[config.mk]
export PLATFORM = sky130hd
export DESIGN_NAME = piso_serializer
export DESIGN_NICKNAME = d
export VERILOG_FILES = /design/src/rtl/piso_pkg.sv /design/src/rtl/piso_bit_counter.sv /design/src/rtl/piso_serializer.sv
export SDC_FILE = /design/constraint.sdc
export NUM_CORES = 1
export LEC_CHECK = 0
export CAP_MARGIN = 20
export CORE_ASPECT_RATIO = 0.75
export CORE_MARGIN = 5
export CORE_UTILIZATION = 50
export CTS_CLUSTER_SIZE = 20
export DETAILED_ROUTE_END_ITERATION = 10
export GPL_TIMING_DRIVEN = 1
export PLACE_DENSITY_LB_ADDON = 0.3
export SYNTH_ARGS = -nofsm -noshare
export SYNTH_HDL_FRONTEND = slang
export SYNTH_SLANG_ARGS = --single-unit
export TNS_END_PERCENT = 10
[constraint.sdc]
create_clock -name clk -period 1.7 [get_ports clk]
set_input_delay 0.34 -clock clk [delete_from_list [all_inputs] [get_ports clk]]
set_output_delay 0.34 -clock clk [all_outputs]
set_load 0.02 [all_outputs]
[src/rtl/piso_pkg.sv]
// piso_pkg -- shared definitions for the PISO serializer.
//
// Holds the FSM state encoding used by piso_serializer. The PARITY state
// exists only when the optional parity feature is built in.
//
// Configuration macro: PISO_PARITY_EN (adds the trailing even-parity bit).
package piso_pkg;

  localparam logic [1:0] ST_IDLE_ENC   = 2'b00;
  localparam logic [1:0] ST_SHIFT_ENC  = 2'b01;
`ifdef PISO_PARITY_EN
  localparam logic [1:0] ST_PARITY_ENC = 2'b10;
`endif

  typedef enum logic [1:0] {
`ifdef PISO_PARITY_EN
    ST_PARITY = ST_PARITY_ENC,
`endif
    ST_IDLE   = ST_IDLE_ENC,
    ST_SHIFT  = ST_SHIFT_ENC
  } piso_state_e;

endpackage : piso_pkg

[src/rtl/piso_bit_counter.sv]
// piso_bit_counter -- parametrised modulo counter.
//
// Counts 0..MOD-1 while en_i is high and wraps to 0 after MOD-1.
// clr_i forces the count to 0 and has priority over en_i.
//
// Ports:
//   clk      rising-edge clock
//   reset_n  asynchronous active-low reset (count -> 0)
//   clr_i    synchronous clear
//   en_i     count enable
//   tc_o     terminal-count flag, high while count == MOD-1
module piso_bit_counter
  import piso_pkg::*;
#(
  parameter int MOD = 8
) (
  input  logic clk,
  input  logic reset_n,
  input  logic clr_i,
  input  logic en_i,
  output logic tc_o
);

  localparam int CW = (MOD > 1) ? $clog2(MOD) : 1;

  logic [CW-1:0] cnt_q;
  logic [CW-1:0] cnt_d;

  assign tc_o = (cnt_q == CW'(MOD - 1));

  always_comb begin
    cnt_d = cnt_q;
    if (clr_i) begin
      cnt_d = '0;
    end else if (en_i) begin
      cnt_d = tc_o ? '0 : cnt_q + CW'(1);
    end
  end

  always_ff @(posedge clk or negedge reset_n) begin
    if (!reset_n) begin
      cnt_q <= '0;
    end else begin
      cnt_q <= cnt_d;
    end
  end

endmodule : piso_bit_counter

[src/rtl/piso_serializer.sv]
// piso_serializer -- parallel-in / serial-out shifter with valid/ready load.
//
// A word accepted on load_valid && load_ready is sent one bit per consumed
// cycle (shift_en=1) starting the cycle after accept. shift_en=0 stalls the
// current bit. done pulses the cycle after the final frame bit is consumed.
// A new word may be accepted on that final-bit cycle for a gapless stream.
//
// Parameters:
//   WIDTH      parallel word width (2..32)
//   MSB_FIRST  1: bit WIDTH-1 first, 0: bit 0 first
//
// Ports:
//   clk           rising-edge clock
//   reset_n       asynchronous active-low reset
//   load_valid    data_in holds a word
//   load_ready    word accepted this cycle when load_valid is high
//   data_in       parallel word
//   shift_en      downstream consumes serial_out this cycle
//   serial_out    current serial bit (0 when serial_valid=0)
//   serial_valid  serial_out carries a frame bit
//   busy          frame in progress
//   done          one-cycle end-of-frame pulse
//
// Configuration macro: PISO_PARITY_EN -- appends one even-parity bit
// (XOR of the data bits) after the data, frame length WIDTH+1.
module piso_serializer
  import piso_pkg::*;
#(
  parameter int WIDTH     = 8,
  parameter int MSB_FIRST = 1
) (
  input  logic             clk,
  input  logic             reset_n,
  input  logic             load_valid,
  output logic             load_ready,
  input  logic [WIDTH-1:0] data_in,
  input  logic             shift_en,
  output logic             serial_out,
  output logic             serial_valid,
  output logic             busy,
  output logic             done
);

  // Output end of the shift register.
  localparam int OUT_IDX = (MSB_FIRST != 0) ? WIDTH - 1 : 0;

  piso_state_e      state_q;
  logic [WIDTH-1:0] shreg_q;
  logic [WIDTH-1:0] shreg_d;
  logic             serial_out_q;
  logic             serial_valid_q;
  logic             done_q;
`ifdef PISO_PARITY_EN
  logic             parity_q;
`endif

  logic last_bit;
  logic advance;
  logic frame_end;
  logic accept;

  // Shift toward the output end, vacated bit filled with 0.
  assign shreg_d = (MSB_FIRST != 0) ? (shreg_q << 1) : (shreg_q >> 1);

  assign advance = (state_q == ST_SHIFT) && shift_en;

`ifdef PISO_PARITY_EN
  assign frame_end = (state_q == ST_PARITY) && shift_en;
`else
  assign frame_end = advance && last_bit;
`endif

  // Ready in IDLE and on the consumed final bit, enabling back-to-back frames.
  assign load_ready = (state_q == ST_IDLE) || frame_end;
  assign accept     = load_valid && load_ready;

  piso_bit_counter #(
    .MOD (WIDTH)
  ) u_bit_counter (
    .clk     (clk),
    .reset_n (reset_n),
    .clr_i   (accept || frame_end),
    .en_i    (advance && !last_bit),
    .tc_o    (last_bit)
  );

  always_ff @(posedge clk or negedge reset_n) begin
    if (!reset_n) begin
      state_q        <= ST_IDLE;
      shreg_q        <= '0;
      serial_out_q   <= 1'b0;
      serial_valid_q <= 1'b0;
      done_q         <= 1'b0;
`ifdef PISO_PARITY_EN
      parity_q       <= 1'b0;
`endif
    end else begin
      done_q <= frame_end;
      if (accept) begin
        state_q        <= ST_SHIFT;
        shreg_q        <= data_in;
        serial_out_q   <= data_in[OUT_IDX];
        serial_valid_q <= 1'b1;
`ifdef PISO_PARITY_EN
        parity_q       <= 1'b0;
`endif
      end else if (frame_end) begin
        state_q        <= ST_IDLE;
        shreg_q        <= '0;
        serial_out_q   <= 1'b0;
        serial_valid_q <= 1'b0;
      end else if (advance) begin
`ifdef PISO_PARITY_EN
        // Accumulate every consumed data bit; the last one is folded in
        // directly when switching to the parity bit.
        parity_q <= parity_q ^ serial_out_q;
        if (last_bit) begin
          state_q      <= ST_PARITY;
          serial_out_q <= parity_q ^ serial_out_q;
        end else begin
          shreg_q      <= shreg_d;
          serial_out_q <= shreg_d[OUT_IDX];
        end
`else
        shreg_q      <= shreg_d;
        serial_out_q <= shreg_d[OUT_IDX];
`endif
      end
    end
  end

  assign serial_out   = serial_out_q;
  assign serial_valid = serial_valid_q;
  assign busy         = (state_q != ST_IDLE);
  assign done         = done_q;

endmodule : piso_serializer

* Yosys cells after proc, flatten, opt, wreduce, memory -nomap -nowiden
Index checks and enable logic that the tools add are counted.
** Storage, ports and cells
- Flip-flop bits (word level) :: 15
- Bits of input ports :: 12
** Cells by class
- $add $sub $neg :: 1
- Equal/unequal tests :: 2
- Mux-type cells :: 13
- Reductions and logical operators :: 12
** Operators by type and width (number)
- $mux W7 :: 3
- $mux W3 :: 3
- $reduce_bool A2 Y1 :: 3
- $mux W1 :: 5
- $logic_and A1 B1 Y1 :: 4
- $mux W2 :: 2
- $add A3 B1 Y3 const B :: 1
- $eq A3 B3 Y1 const B :: 1
- $reduce_bool A3 Y1 :: 1
- $eq A2 B1 Y1 const B :: 1
- $logic_not A2 Y1 :: 1
- $logic_or A1 B1 Y1 :: 2
- $logic_not A1 Y1 :: 1

* Logic depth before layout (Yosys ltp)
- Word-level depth :: 7
- Mapped depth :: 6
- Gate-level depth less buffers :: 5

* By module
A second synthesis with hierarchy kept.
** Unflattened totals
- Cell total of the unflattened synthesis :: 58
- Area total of the unflattened synthesis :: 689.4 µm²
** Modules (own cells, without submodules)
- piso_serializer :: instances 1, cells each 46, area an instance 538.0 µm², sequential area each 250.2 µm²
- piso_bit_counter :: instances 1, cells each 12, area an instance 151.4 µm², sequential area each 75.1 µm²

* Least setup slack after synthesis
No wires, ideal clock.
- Kind :: flip-flop to output port
- Start :: register u_bit_counter.cnt_q[0]
- End :: output port load_ready
- Arrival :: 1.129 ns
- Path slack :: 0.231 ns
- Stages on the path, launching flop included :: 6
- Buffers on the path :: 1
- Cells stage by stage :: dfrtp_1 ha_1 ha_1 buf_4 nand2_1 nand2_1
** Between the ends
- Word-level cells in the longest chain between the ends :: 3
** Ends and longest elaborated chain
- start: declaration :: line piso_bit_counter.sv:26 : logic [CW-1:0] cnt_q;
- start signal: assignment :: line piso_bit_counter.sv:44 : cnt_q <= cnt_d;
- $eq A3 B3 Y1 :: line piso_bit_counter.sv:29 : assign tc_o = (cnt_q == CW'(MOD - 1));
- $logic_and A1 B1 Y1 :: line piso_serializer.sv:70 : assign frame_end = advance && last_bit;
- $logic_or A1 B1 Y1 :: line piso_serializer.sv:74 : assign load_ready = (state_q == ST_IDLE) || frame_end;
- end: declaration :: line piso_serializer.sv:35 : output logic load_ready,
No other way between the ends.

* Worst setup path after layout
- Start :: register u_bit_counter.cnt_q[0]
- End :: register shreg_q[6]
** Between the ends
- Word-level cells in the longest chain between the ends :: 5
- Elaborated cells between the ends (all ways) :: 7
- Classes of those cells :: 1 x eq/ne; 2 x mux; 4 x reduce/logical
** Ends and longest elaborated chain
- $eq A3 B3 Y1 * :: line piso_bit_counter.sv:29
- $logic_and A1 B1 Y1 * :: line piso_serializer.sv:70
- $logic_or A1 B1 Y1 :: line piso_serializer.sv:74
- $logic_and A1 B1 Y1 :: line piso_serializer.sv:75 : assign accept = load_valid && load_ready;
- $reduce_bool A3 Y1 (no line) / $mux W7 (equally long branches)
- end signal: assignment :: line piso_serializer.sv:101 : shreg_q <= data_in;
- end signal: assignment :: line piso_serializer.sv:125 : shreg_q <= shreg_d;
- end: declaration :: line piso_serializer.sv:48 : logic [WIDTH-1:0] shreg_q;
Every way passes the cells marked *; elsewhere a longest branch is shown, timed or not.
A chain may end at the register's enable or synchronous reset.

==> flow_summary.json <==
{
  "cts_tree": "built",
  "final_hold_viol_count": 0,
  "path_buf_inv": 1,
  "die_height_um": 46.0,
  "synth_area_um2": 865,
  "first_pass_iters": 4,
  "crit_arrival_ps": 1850,
  "seq_area_frac_synth_pct": 37.6,
  "rsz0062_at_grt": "yes",
  "initial_core_util_pct": 51.1,
  "hp-class": "input port to async pin",
  "synth_fp_nets": 108,
  "reg2reg_from": "u_bit_counter.cnt_q[0]",
  "core_um2": 1690,
  "ir_worst_vdd_mv": 0.592,
  "worstMarginPinSlew_ps": 279,
  "hpwl_um": 1430,
  "synth.area.top_cells": "dfrtp_1 38%, o21ai_0 8.1%, o32ai_1 7.1%",
  "post-place-cells": 132,
  "yosysWarnings": 0,
  "postRouteAntennaNets": 0,
  "io_pins": 17,
  "rr_endpoint": "shreg_q[6]",
  "clock_skew_ps": 3.13,
  "total_power_mw": 1.22,
  "worstPathRequired_ps": 1860,
  "clockBufferDepth": 2,
  "die_w_um": 58.0,
  "timing.final.crit_share_pct": 99.3,
  "grt_pass1_wl_um": 3310,
  "drc_errors": 0,
  "drive_gt1_share_pct": 15.8,
  "yosys.area.top_type_share_pct": 37.6,
  "slew-limit-headroom_pct": 81.4,
  "synth_cells": 94,
  "wl_um": 1990,
  "critical_path.cell_chain": "ha_1 > ha_2 > buf_4 > or2b_4 > o32ai_2 > a211oi_1",
  "slowest_stage": "dfrtp_1",
  "synth_top_cell_by_area": "dfrtp_1",
  "final_cell_mix": "14 x o21ai_0, 13 x dfrtp_1, 13 x clkdlybuf4s50_1, 10 x inv_1, 8 x nor2b_1",
  "antenna_found_initial": 0,
  "cts_setup_buffers": 0,
  "critical_path.max_fanout": 12,
  "critical_path.top_delay_family": "flip-flops",
  "ys_ff_latch": 13,
  "cts_resized": 7,
  "synth.distinct_cells": 26,
  "rr_worst_depth": 6,
  "grt_max_degree": 18,
  "area_delta_synth_final_pct": 26.8,
  "power.leakage_nw": 0.492,
  "place_ws_ps": -200,
  "viasPerCell": 5.76,
  "cts.htree.levels": 1,
  "numPortBuffers": 16,
  "cp-end-kind": "register",
  "wire_per_inst_um": 14.7,
  "numCtsBuffers": 3,
  "die-area_um2": 2670,
  "layout_commonest_cell": "o21ai_0",
  "layoutNonFillerInstCount": 136,
  "outcome": "finished clean",
  "clk_pin_slew_ps": 80,
  "slew_violations": 0,
  "fmax_ghz": 0.592,
  "drt_iter0_markers": 34,
  "clock-sinks": 13,
  "period_minus_slack_ps": 1690,
  "max_cap_violations": 0,
  "crit_cells": 6,
  "cts_hold_buf": 0,
  "num_vias": 784,
  "setup_tns_ps": 0,
  "root_buffer": "clkbuf_4",
  "cpPeakStageDelay_ps": 390,
  "reg2reg_setup_slack_ps": 10,
  "grtUsageTotal_pct": 16.8,
  "setup_viol": 0,
  "worst_slack_ps": 11.5,
  "power_per_cell_area_nw_per_um2": 1120,
  "critPathLaunchType": "register",
  "nets": 129,
  "n_antenna_cell": 0,
  "insertion_delay_ps": 280,
  "criticalPathCategory": "register to register",
  "place_congestion": 0.772,
  "syn_avg_cell_area_um2": 9.20,
  "gr-total-overflow": 0,
  "first_global_vias": 753,
  "rows": 13
}
## logic make-up (layout without fill, tap and decap cells)
group / after synthesis / in the layout / synth area share [%]
AOI/OAI and AO/OA: 34 / 34 / 26.2
DFF: 13 / 13 / 37.6
adders and majority gates: 2 / 2 / 2.89
and+or+nand+nor: 27 / 27 / 20.4
muxes: 2 / 2 / 2.32
buffers and inverters: 16 / 36 / 10.6
## synthesized netlist by cell type
| cell | count |
|---|---|
| or2b_4 | 2 |
| a21oi_1 | 1 |
| o22ai_1 | 1 |
| or2_1 | 1 |
| a22o_1 | 2 |
| inv_1 | 10 |
| nand4_1 | 1 |
| o21ai_1 | 1 |
| nand2_1 | 5 |
| dfrtp_1 | 13 |
| o21ai_0 | 14 |
| o221ai_1 | 1 |
| clkbuf_2 | 1 |
| and3b_1 | 1 |
| ha_1 | 2 |
| buf_4 | 2 |
| and3_1 | 1 |
| nand4b_2 | 1 |
| or2b_1 | 1 |
| a211oi_1 | 7 |
| mux2i_1 | 2 |
| buf_6 | 3 |
| o32ai_1 | 7 |
| nand2b_1 | 5 |
| nor2_1 | 1 |
| nor2b_1 | 8 |
## worst max path at each step
stage	endpoint	slack (ps)	startpoint
2_1_floorplan	load_ready	230	u_bit_counter.cnt_q[0]
3_3_place_gp	load_ready	-200	shift_en
3_5_place_dp	load_ready	-200	shift_en
4_1_cts	load_ready	-7	u_bit_counter.cnt_q[0]
5_1_grt	load_ready	-50	u_bit_counter.cnt_q[1]
6_report	shreg_q[6]	10	u_bit_counter.cnt_q[0]
## metrics by stage
step / utilization [%] / hold slack [ps] / cell area, um^2
finish: 64.8 / 358 / 1100
global route: 64.8 / 356 / 1100
CTS: 62.9 / 356 / 1060
detailed placement: 61.7 / 548 / 1040
global placement: 61.7 / 531 / 1040
floorplan: - / 44.4 / 865
## cell type report
class / count / area (um^2)
clock buffers: 4 / 26.3
repair buffers: 22 / 204
flip-flops and latches: 13 / 325
multi-input cells: 65 / 475
inverters: 10 / 37.5
fillers: 144 / 596
well taps: 22 / 27.5
## registers in the layout, summed over array words and instances, names as in the netlist
name	cells
shreg_q	7
done	1
serial_out	1
u_bit_counter.cnt_q	3
serial_valid	1
## per-layer routing
metal  GRT usage (%)  share of wire, %
met5               0                 0
met1            20.8                46
met2            27.3                47
met3            7.08               5.7
met4            4.17              0.60
## power breakdown
group / internal (mW) / leakage (nW) / total, mW / switching (mW)
logic: 0.284 / 0.319 / 0.512 / 0.228
clock network: 0.0910 / 0.0150 / 0.197 / 0.106
registers: 0.412 / 0.158 / 0.515 / 0.102
No activity file was read; power rests on OpenSTA's default activity.
==> RTL edit (config.mk and constraints unchanged) <==
The parameter `MSB_FIRST` goes from 1 to 0. Comments in the files are not updated.
--- a/src/rtl/piso_serializer.sv
+++ b/src/rtl/piso_serializer.sv
@@ -27,7 +27,7 @@
   import piso_pkg::*;
 #(
   parameter int WIDTH     = 8,
-  parameter int MSB_FIRST = 1
+  parameter int MSB_FIRST = 0
 ) (
   input  logic             clk,
   input  logic             reset_n,
Check against the original RTL: not equivalent (a bounded check fails within 4 cycles, from zero or initial values and one cycle with reset_n low).
==> RTL edit against the original RTL <==
Total power rose by 19%. Sequential cell count is the same. Synthesized cell count rose by 8.5%. Maximum frequency is 2.9% higher. Cell area up 8.1%. Synthesized area up 6.2%. Routed wire length fell by 0.85%. Clock skew down 2.5 ps. Non-clock buffer count rose by 3. Worst setup slack better by 47 ps. Global-route usage fell by 0.39 points. Critical endpoint is now load_ready. Largest cell class unchanged. Highest routed layer unchanged.
==> RTL edit: results (changes against the original RTL) <==
Yosys
  • Gate count of the mapped netlist: 102 (was 94)
  • Netlist cell types: 25 (was 26)
  • Fraction of the mapped netlist area in compound gates: 27.8% (was 26.2%)
  • Adder-Cell Fraction of Synth Area: 2.72% (was 2.89%)
  • Syn Nets: 116 (was 108)
  • Most frequent cells after synthesis: sky130_fd_sc_hd__o21ai_0 (14), sky130_fd_sc_hd__dfrtp_1 (13), sky130_fd_sc_hd__inv_1 (9), sky130_fd_sc_hd__nor2_1 (9) (was sky130_fd_sc_hd__o21ai_0 (14), sky130_fd_sc_hd__dfrtp_1 (13), sky130_fd_sc_hd__inv_1 (10))
  • Leading cell types by total area after synthesis: sky130_fd_sc_hd__dfrtp_1 (35%), sky130_fd_sc_hd__a211oi_2 (9.5%), sky130_fd_sc_hd__o21ai_0 (7.6%) (was sky130_fd_sc_hd__dfrtp_1 (38%), sky130_fd_sc_hd__o21ai_0 (8.1%), sky130_fd_sc_hd__o32ai_1 (7.1%))
  • Sequential share of the synthesized area: 35.4% (was 37.6%)
  • Proportion of synthesized area in mux cells: 2.32% (about the same)

Place
  • Routability congestion estimate from global placement: 0.800 (was 0.772)
  • Placement Cell Area: 1110 sq um (was 1040 sq um)
  • DP Worst Slack: -239 ps (was -200 ps)

STA
  • Transition time at the pin with the least slew margin: 296 ps (was 279 ps)
  • Worst setup skew after layout: 0.585 ps (was 3.13 ps)

Drt
  • DR WL/cell: 13.5 um (was 14.7 um)
  • Routed vias: 805 (was 784)
  • Number of DRC violations after detailed-routing iteration 0: 27 (was 34)

Global routing
  • Wire length of the first global-routing pass: 3.37 mm (was 3.31 mm)
  • Pin count of the biggest net entering global routing: 25 (was 18)
  • Vias in the first global route: 746 (was 753)
  • Combined global-route utilization of all metal layers: 16.4% (was 16.8%)

Final layout
  • Post-layout net count: 139 (was 129)
  • Count of inserted antenna diode cells: 0 (unchanged)
  • Largest registers: shreg_q (8), u_bit_counter.cnt_q (3) (was shreg_q (7), u_bit_counter.cnt_q (3))
  • Layout cell share with drive strength beyond 1: 20.2% (was 15.8%)
  • Post-Layout Cell Count: 146 (was 136)

Power
  • Clock power share: 13.7% (was 16.1%)
  • Internal portion of total power: 0.924 mW (was 0.787 mW)
  • Combinational cell fraction of total power: 49.3% (was 41.8%)
  • Top power group: combinational cells (was registers)
  • VDD IR-drop max: 0.759 mV (was 0.592 mV)
  • Power consumed by combinational cells: 0.716 mW (was 0.512 mW)

Outcome
  • Run status: complete, no violations (unchanged)

Critical path
  • Maximum fanout encountered on the critical timing path: 2 (was 12)
## RTL edit: layer usage
metal | global-route usage (%) | share of wire (%) | vias to the layer above
met3 | 6.32 | 5.7 | 2
met1 | 21.5 | 48 | 382
met4 | 5.43 | 0.96 | 0
met5 | 0 | 0 | -
met2 | 25.1 | 45 | 18
li1 | - | - | 403
## RTL edit: final cells by class
class / instances / area [sq um] / area share (%)
repair buffers: 25 / 238 / 20.1
clock buffers: 4 / 26.3 / 2.22
well taps: 22 / 27.5 / 2.32
multi-input cells: 73 / 534 / 45.1
inverters: 9 / 33.8 / 2.85
flip-flops and latches: 13 / 325 / 27.5
## RTL edit: path summary, 6_finish.rpt
path	slack, ps	endpoint	from
setup / recovery	60	load_ready	u_bit_counter.cnt_q[1]$_DFFE_PN0P_
hold / removal	360	shreg_q[6]$_DFFE_PN0P_	reset_n
setup reg to reg	140	shreg_q[0]$_DFFE_PN0P_	u_bit_counter.cnt_q[1]$_DFFE_PN0P_
hold reg to reg	600	serial_valid$_DFFE_PN0P_	serial_valid$_DFFE_PN0P_
max in group asynchronous	1180	shreg_q[4]$_DFFE_PN0P_	reset_n
min in group clk	600	shreg_q[3]$_DFFE_PN0P_	data_in[3]
## RTL edit: critical path: stages, from the launching register on
cell and delay [ps]:
sky130_fd_sc_hd__dfrtp_1 420, sky130_fd_sc_hd__ha_4 180, sky130_fd_sc_hd__ha_4 160, sky130_fd_sc_hd__nand2_2 60, sky130_fd_sc_hd__nand2_2 70, sky130_fd_sc_hd__buf_6 140
## RTL edit: what timing repair did
action                                  4_1_cts  5_1_grt
resized for setup                             7       11
endpoints found under the setup margin        1       10
pin swaps                                     0        2
setup buffers                                 1        0
